## src/rtl/cpu_pkg.sv

```systemverilog
// Shared CPU definitions: funct3 access sizes, opcodes, LSU state and the
// data-memory request bundle.
package cpu_pkg;

  localparam logic [2:0] F3_B  = 3'b000;
  localparam logic [2:0] F3_H  = 3'b001;
  localparam logic [2:0] F3_W  = 3'b010;
  localparam logic [2:0] F3_BU = 3'b100;
  localparam logic [2:0] F3_HU = 3'b101;

  localparam logic [6:0] OP_LOAD  = 7'b0000011;
  localparam logic [6:0] OP_STORE = 7'b0100011;

  typedef enum logic [1:0] {IDLE, ACCESS, DONE} lsu_state_e;

  typedef enum logic [1:0] {SZ_B, SZ_H, SZ_W} acc_size_e;

  // Registered data-memory request (everything except the req strobe)
  typedef struct packed {
    logic        we;
    logic [31:0] addr;
    logic [3:0]  wstrb;
    logic [31:0] wdata;
  } dm_req_t;

  // Signedness is irrelevant to the memory access; undefined codes act as W
  function automatic acc_size_e f3_size(input logic [2:0] f3);
    case (f3)
      F3_B, F3_BU: return SZ_B;
      F3_H, F3_HU: return SZ_H;
      default:     return SZ_W;
    endcase
  endfunction

endpackage

```

## src/rtl/mem_store_align.sv

```systemverilog
// Store alignment: funct3/addr/data -> per-lane byte strobes, lane-replicated
// write data and a misalignment flag. Purely combinational.
module mem_store_align
  import cpu_pkg::*;
#(
  parameter int NUM_LANES = 4,
  parameter int VEC_W     = 8
) (
  input  logic [2:0]                         funct3,
  input  logic [$clog2(NUM_LANES)-1:0]       addr,
  input  logic [NUM_LANES*VEC_W-1:0]         data,
  output logic [NUM_LANES-1:0]               wstrb,
  output logic [NUM_LANES-1:0][VEC_W-1:0]    wdata,
  output logic                               misaligned
);

  localparam int AW = $clog2(NUM_LANES);

  acc_size_e sz;
  assign sz = f3_size(funct3);

  // Halfwords need even addresses, words need lane 0
  assign misaligned = ((sz == SZ_H) && addr[0]) || ((sz == SZ_W) && (addr != '0));

  genvar i;
  generate
    for (i = 0; i < NUM_LANES; i++) begin : g_lane
      localparam logic [AW-1:0] LANE = AW'(i);
      // Lane enabled when it falls inside the addressed byte/half/word
      assign wstrb[i] = (sz == SZ_W)
                      | ((sz == SZ_H) & (addr[AW-1:1] == LANE[AW-1:1]))
                      | ((sz == SZ_B) & (addr == LANE));
      // Replicate the low byte/half across the word so any lane can take it
      assign wdata[i] = (sz == SZ_W) ? data[i*VEC_W +: VEC_W]
                      : (sz == SZ_H) ? data[(i%2)*VEC_W +: VEC_W]
                      :                data[VEC_W-1:0];
    end
  endgenerate

endmodule

```

## src/rtl/mem_stage_lsu.sv

```systemverilog
// MEM-stage load/store unit: req/ready handshake to data memory, byte strobes,
// lane-aligned load word, and the MEM/WB advance enable.
// Optional watchdog: define MEM_TIMEOUT_EN to abort ACCESS after
// TIMEOUT_CYCLES cycles without dm_ready (adds the bus_timeout output).
module mem_stage_lsu
  import cpu_pkg::*;
#(
  parameter int TIMEOUT_CYCLES = 255
) (
  input  logic        clk,
  input  logic        rst,
  input  logic        MEM_Memread,
  input  logic        MEM_Memwrite,
  input  logic [2:0]  MEM_funct3,
  input  logic [31:0] MEM_addr,
  input  logic [31:0] MEM_store_data,
  input  logic        stage_adv,
  output logic        dm_req,
  output logic        dm_we,
  output logic [31:0] dm_addr,
  output logic [3:0]  dm_wstrb,
  output logic [31:0] dm_wdata,
  input  logic        dm_ready,
  input  logic [31:0] dm_rdata,
  output logic [31:0] MEM_data_out,
  output logic        mem_advance,
  output logic        misalign
`ifdef MEM_TIMEOUT_EN
  ,output logic       bus_timeout
`endif
);

  lsu_state_e state, state_n;
  dm_req_t    req_q;
  logic [1:0] addr_lo;
  logic       op_vld, is_st, al_mis, tmo_hit;
  logic [3:0] al_wstrb;
  logic [31:0] al_wdata;

  assign op_vld = MEM_Memread | MEM_Memwrite;
  assign is_st  = MEM_Memwrite;   // read+write together is a store

  mem_store_align #(.NUM_LANES(4), .VEC_W(8)) u_align (
    .funct3     (MEM_funct3),
    .addr       (MEM_addr[1:0]),
    .data       (MEM_store_data),
    .wstrb      (al_wstrb),
    .wdata      (al_wdata),
    .misaligned (al_mis)
  );

`ifdef MEM_TIMEOUT_EN
  localparam int TW_RAW = $clog2(TIMEOUT_CYCLES + 1);
  localparam int TW     = (TW_RAW < 8) ? 8 : TW_RAW;
  logic [TW-1:0] tmo_cnt;
  // Counter holds the number of ACCESS cycles already spent without dm_ready
  assign tmo_hit = (tmo_cnt == TW'(TIMEOUT_CYCLES - 1));
`else
  assign tmo_hit = 1'b0;
  // The watchdog limit has no effect without the watchdog
  if (TIMEOUT_CYCLES < 1) begin : g_tmo_cfg_unused
  end
`endif

  assign dm_we    = req_q.we;
  assign dm_addr  = req_q.addr;
  assign dm_wstrb = req_q.wstrb;
  assign dm_wdata = req_q.wdata;

  // State register
  always_ff @(posedge clk or posedge rst) begin
    if (rst) state <= IDLE;
    else     state <= state_n;
  end

  // Next state and advance enable
  always_comb begin
    state_n     = state;
    mem_advance = 1'b0;
    unique case (state)
      IDLE: begin
        mem_advance = ~op_vld;
        if (op_vld) state_n = al_mis ? DONE : ACCESS;
      end
      ACCESS: begin
        if (dm_ready || tmo_hit) state_n = DONE;
      end
      DONE: begin
        mem_advance = 1'b1;
        if (stage_adv) state_n = IDLE;
      end
      default: state_n = IDLE;
    endcase
  end

  // Request, load capture and sticky flags
  always_ff @(posedge clk or posedge rst) begin
    if (rst) begin
      dm_req       <= 1'b0;
      req_q        <= '0;
      addr_lo      <= 2'b00;
      MEM_data_out <= '0;
      misalign     <= 1'b0;
`ifdef MEM_TIMEOUT_EN
      tmo_cnt      <= '0;
      bus_timeout  <= 1'b0;
`endif
    end else begin
      unique case (state)
        IDLE: begin
          if (op_vld) begin
            if (al_mis) begin
              misalign <= 1'b1;
            end else begin
              dm_req      <= 1'b1;
              req_q.we    <= is_st;
              req_q.addr  <= {MEM_addr[31:2], 2'b00};
              req_q.wstrb <= is_st ? al_wstrb : 4'b0000;
              req_q.wdata <= is_st ? al_wdata : 32'h0;
              addr_lo     <= MEM_addr[1:0];
`ifdef MEM_TIMEOUT_EN
              tmo_cnt     <= '0;
`endif
            end
          end
        end
        ACCESS: begin
          if (dm_ready) begin
            dm_req <= 1'b0;
            if (!req_q.we) MEM_data_out <= dm_rdata >> {addr_lo, 3'b000};
          end
`ifdef MEM_TIMEOUT_EN
          else if (tmo_hit) begin
            dm_req       <= 1'b0;
            bus_timeout  <= 1'b1;
            MEM_data_out <= '0;
          end else begin
            tmo_cnt <= tmo_cnt + 1'b1;
          end
`endif
        end
        DONE: begin
          if (stage_adv) begin
            misalign    <= 1'b0;
`ifdef MEM_TIMEOUT_EN
            bus_timeout <= 1'b0;
`endif
          end
        end
        default: ;
      endcase
    end
  end

endmodule

```

## config.mk

```make
export PLATFORM = sky130hd
export DESIGN_NAME = mem_stage_lsu
export DESIGN_NICKNAME = d
export VERILOG_FILES = /design/src/rtl/cpu_pkg.sv /design/src/rtl/mem_store_align.sv /design/src/rtl/mem_stage_lsu.sv
export SDC_FILE = /design/constraint.sdc
export NUM_CORES = 1
export LEC_CHECK = 0
export CORE_MARGIN = 10
export CORE_UTILIZATION = 46
export CTS_CLUSTER_DIAMETER = 200
export CTS_CLUSTER_SIZE = 12
export DETAILED_ROUTE_END_ITERATION = 7
export PLACE_DENSITY_LB_ADDON = 0.05
export SKIP_LAST_GASP = 1
export SYNTH_ARGS = -nofsm -noshare
export SYNTH_HDL_FRONTEND = slang
export SYNTH_SLANG_ARGS = --single-unit
```

## constraint.sdc

```tcl
create_clock -name clk -period 7.2 [get_ports clk]
set_input_delay 1.44 -clock clk [delete_from_list [all_inputs] [get_ports clk]]
set_output_delay 1.44 -clock clk [all_outputs]
set_load 0.02 [all_outputs]
```

# After elaboration in Yosys (flattened, before gate mapping)
# Index checks and enable logic that the tools add are counted.
# word_totals
ff_bits,105
input_bits,105
out_inout_bits,104
word_cells,80
# classes
n_eq_ne,15
n_shift,1
muxes,21
n_bitwise,17
n_reduce_logical,17
# ops
op,n
2-to-1 mux 32 bit,1
2-to-1 mux 8 bit,4
right shift 32 x 5 -> 32 bit,1
"!= test 2 bit, second input constant",5
AND reduction 3 bit,3
"== test 2 bit, second input constant",4
2-to-1 mux 2 bit,4
AND reduction 4 bit,2
OR 1 bit,7
AND 1 bit,6
"== test 2 x 1 -> 1 bit, second input constant",3
"== test 3 bit, second input constant",2
logical NOT 2 bit,3
2-to-1 mux 1 bit,6
one-hot mux 1 bit (2 select lines),3
one-hot mux 2 bit (3 select lines),1
nonzero test 2 bit,3
2-to-1 mux 4 bit,1
inverter 1 bit,4
one-hot mux 2 bit (2 select lines),1
OR reduction 2 bit,2
"== test 3 x 1 -> 1 bit, second input constant",1
logical NOT 3 bit,1
logical AND 1 bit,2
logical OR 1 bit,1

# Logic depth before layout (Yosys ltp)
# depth
ltp_word,9
depth_mapped,6
ltp_nobuf,3

# Cells and area by module
# Synthesis repeated with hierarchy kept, for this count alone.
# unflattened
hier_cells,396
hier_area_um2,5054.8
# modules_own_cells
module,instances,cells_per_inst,area_each_um2,seq_area_each_um2
mem_stage_lsu,1,333,4531.8,2627.5
mem_store_align,1,63,523.0,0.0

# Worst setup path after synthesis
# OpenSTA, ideal clock, no wires.
# synth_path
kind,input -> output
startpoint,in MEM_Memwrite
endpoint,out mem_advance
arrival_ns,1.958
t_required_ns,5.760
slack_ns,3.802
path_stages,2
cell_sequence,o21ba_2 -> nor2_1
# synth_via
elab_chain_len,3
# synth_lines
element,line,source
start: declaration,mem_stage_lsu.sv:13,"input logic MEM_Memwrite,"
OR 1 bit,mem_stage_lsu.sv:40,assign op_vld = MEM_Memread | MEM_Memwrite;
inverter 1 bit,mem_stage_lsu.sv:82,mem_advance = ~op_vld;
one-hot mux 1 bit (2 select lines),mem_stage_lsu.sv:80,unique case (state)
end: declaration,mem_stage_lsu.sv:26,"output logic mem_advance,"
# No other way between the ends.

# Worst setup path in the final report
# Same ends and word-level chain as after synthesis.

==> metrics <==
status finished clean; wire per inst 19.90 um; Async SR Flop Fraction between 90% and 100%; initial antenna violation count 0; post-layout util 69.61%; drt first pass iters 5; syn_area_per_cell between 10 and 15 um^2; Most Crowded Layer GR met2; unrepaired setup endpoints after global routing false; Port Buffers a little over 200; global-route usage over all layers between 10% and 20%; Iter 0 DRT Violations between 200 and 300; final WL around 14000 um; cts bufs inserted 9; critical-path maximum fanout 5; area delta synth->final 47.21%; Post CTS Setup Buffer Count 0; vias 3729; Max Slew Vio Count 0; Ys Warns 0; Tot Pwr 0.003157 W; Layout Cells excl Fill between 700 and 800; Die X 123.2 um; worst clock skew 15.09 ps; Worst-path clk slew approximately 100 ps; hold crit path type reg2reg; largest net degree at the start of global routing 83; adder and majority cell fraction of the synthesized area 0%; design area slightly above 7000 um^2; clock share of power between 10% and 20%; minimum clock period after layout ~4400 ps; GRT met1 Usage between 20% and 30%; main combinational cell family by area after synthesis multiplexers; initial core utilization approximately 47%; Pleak 3.215 nW; hold endpoint MEM_data_out[25]; multiplexer share of the synthesized area between 20% and 30%; CTS tree done; max frequency roughly 230 MHz; Most used DFF post-synth dfrtp_1; setup TNS 0 ps; period utilisation layout about three fifths; commonest non-fill, non-tap cells in the layout clkdlybuf4s50_1, dfrtp_1, mux2i_1; Crit Path Class in2out; Synth Area in Compound Gates between 10 and 15%; die area 15190 um^2; sequential cell area approximately 2600 um^2; sequential fraction of design power about a third; flop-to-flop setup slack 5010 ps; GRT overflow 0; Hold Crit Start MEM_data_out[25]; Max Cap Viol 0; most common cell after layout, fill and taps aside clkdlybuf4s50_1; sw frac 37.74%; number of vias per cell ~5.2; clk_lat worst skew ~380 ps; synthesized cell area around 4900 um^2; post-cts resize count 0; CTS root buf clkbuf_8; first-pass GRT wire length 21690 um; Power Dens Cells between 400 and 500 nW/um^2; Post-CTS Hold Fix Bufs 0; met3 GRT Util between 8 and 9%; Nets 682; Routed Antenna Nets 0; Final setup viols 0; Crit path buffers/inverters 2; Post-Synth Simple-Gate Area approximately 4.8%; Worst EP required ~5800 ps; r2r startpoint state[1]; crit path DAT around 3000 ps; DR DRC count 0; Max-slew headroom around 32%; hold path depth 2; number of flops mapped to enable cells by yosys 0; gpl congestion a little under 0.8; Bufs on Longest Clock Path 2; final hold vios 0; Post-Synth XOR/XNOR Area 0%; CP cell instances clkdlybuf4s50_1 > o21ba_2 > nor2_1 > clkdlybuf4s50_1; register area share after synthesis a little over half; reg2reg end addr_lo[0]; placed cell count between 700 and 800; core area approximately 10000 um^2; crit-path max cell delay roughly 640 ps; number of I/O pins approximately 210; switching power ~0.0012 W; Vert. Die Dim about 120 um; slowest CP cell clkdlybuf4s50_1; hpwl dp 10620 um; Reg2Reg Depth 4; share of cells above drive strength 1 between 10% and 20%; CP delay by family, top buffers and inverters; Max rail drop VDD between 0.3 and 0.4 mV; Layout fillers about 810; # diodes 0; Mapped Cells between 300 and 400; Int Power 0.001966 W; Gate power share a little over half; Top cell by count, worst path clkdlybuf4s50_1; type of origin of the critical path input pin; CTS H-Tree Depth 3; vias in the first global route 3889; # rows 37; clock sinks approximately 110; CP endpoint kind output pin; Seq cells post-synth approximately 110; worst-margin pin slew between 1000 and 1500 ps; post-synth cell types 34; dpl cell area between 6000 and 7000 um^2; multi-input logic area between 2000 and 2500 um^2; GR met2 Demand/Resource around 28%
-- synthesized netlist by cell type (8+ instances only) --
cell	number	share of area, %
buf_2	12	1.2
o21ai_0	27	2.8
mux2_2	9	2.1
buf_4	8	1.2
mux2_4	31	9.5
o31ai_1	8	1.2
nand2_1	42	3.2
a22o_1	17	3.0
mux2i_1	56	11
clkbuf_1	8	0.61
o2bb2ai_1	19	3.4
dfrtp_1	105	54
a2bb2oi_1	9	1.6
-- how the worst max path moves through the flow --
stage | start | endpoint | cells after the start
CTS | MEM_Memwrite | mem_advance | 4
floorplan | rst | MEM_data_out[0] | 1
finish | MEM_Memwrite | mem_advance | 4
global placement | MEM_funct3[0] | addr_lo[0] | 5
detailed placement | MEM_funct3[0] | addr_lo[0] | 5
global route | MEM_Memwrite | mem_advance | 4
-- cell families after synthesis --
logic type	Yosys count
AOI/OAI and AO/OA	94
buffers and inverters	35
DFF	105
muxes	96
other	1
and+or+nand+nor	55
-- routing by layer --
layer	wire [um]	up-vias	share of wire, %
li1	-	1767	-
met1	5805	1810	41
met2	6685	138	47
met3	1575	14	11
met4	218	0	1.5
met5	0	-	0
-- tightest hold or removal path, cell delays in order, from the launching register on --
cell and delay, ps:
dfrtp_1 350, nand2_1 40, o21ai_0 60
-- power by group through the flow --
stage                     clock network, W  registers [W]  logic [W]
after global placement                   0        0.00106    0.00168
final                             0.000418        0.00106    0.00168
after detailed placement                 0        0.00107    0.00170
after global routing              0.000456        0.00110    0.00179
after CTS                         0.000429        0.00106    0.00170
after floorplan                          0        0.00136   0.000633
-- per-stage QoR --
stage          hold WS, ps  worst slack, ps
6_report             484.6             2808
5_1_grt              506.8             2746
4_1_cts              491.0             2809
3_5_place_dp         469.0             2529
3_3_place_gp         460.7             2548
2_1_floorplan        475.9             2999
-- flip-flops by register name, indices dropped and copies added (netlist names) --
| name | count |
|---|---|
| misalign | 1 |
| dm_wstrb | 4 |
| addr_lo | 2 |
| dm_addr | 30 |
| dm_we | 1 |
| MEM_data_out | 32 |
| dm_req | 1 |
| dm_wdata | 32 |
| state | 2 |
-- cell type report --
| class | count | share of cell area, % |
|---|---|---|
| flip-flops and latches | 105 | 36.40 |
| repair buffers | 210 | 28.95 |
| clock inverters | 6 | 1.248 |
| clock buffers | 10 | 1.907 |
| inverters | 4 | 0.2427 |
| well taps | 136 | 2.357 |
| multi-input cells | 247 | 28.90 |
Power figures use the tool's default switching activity.
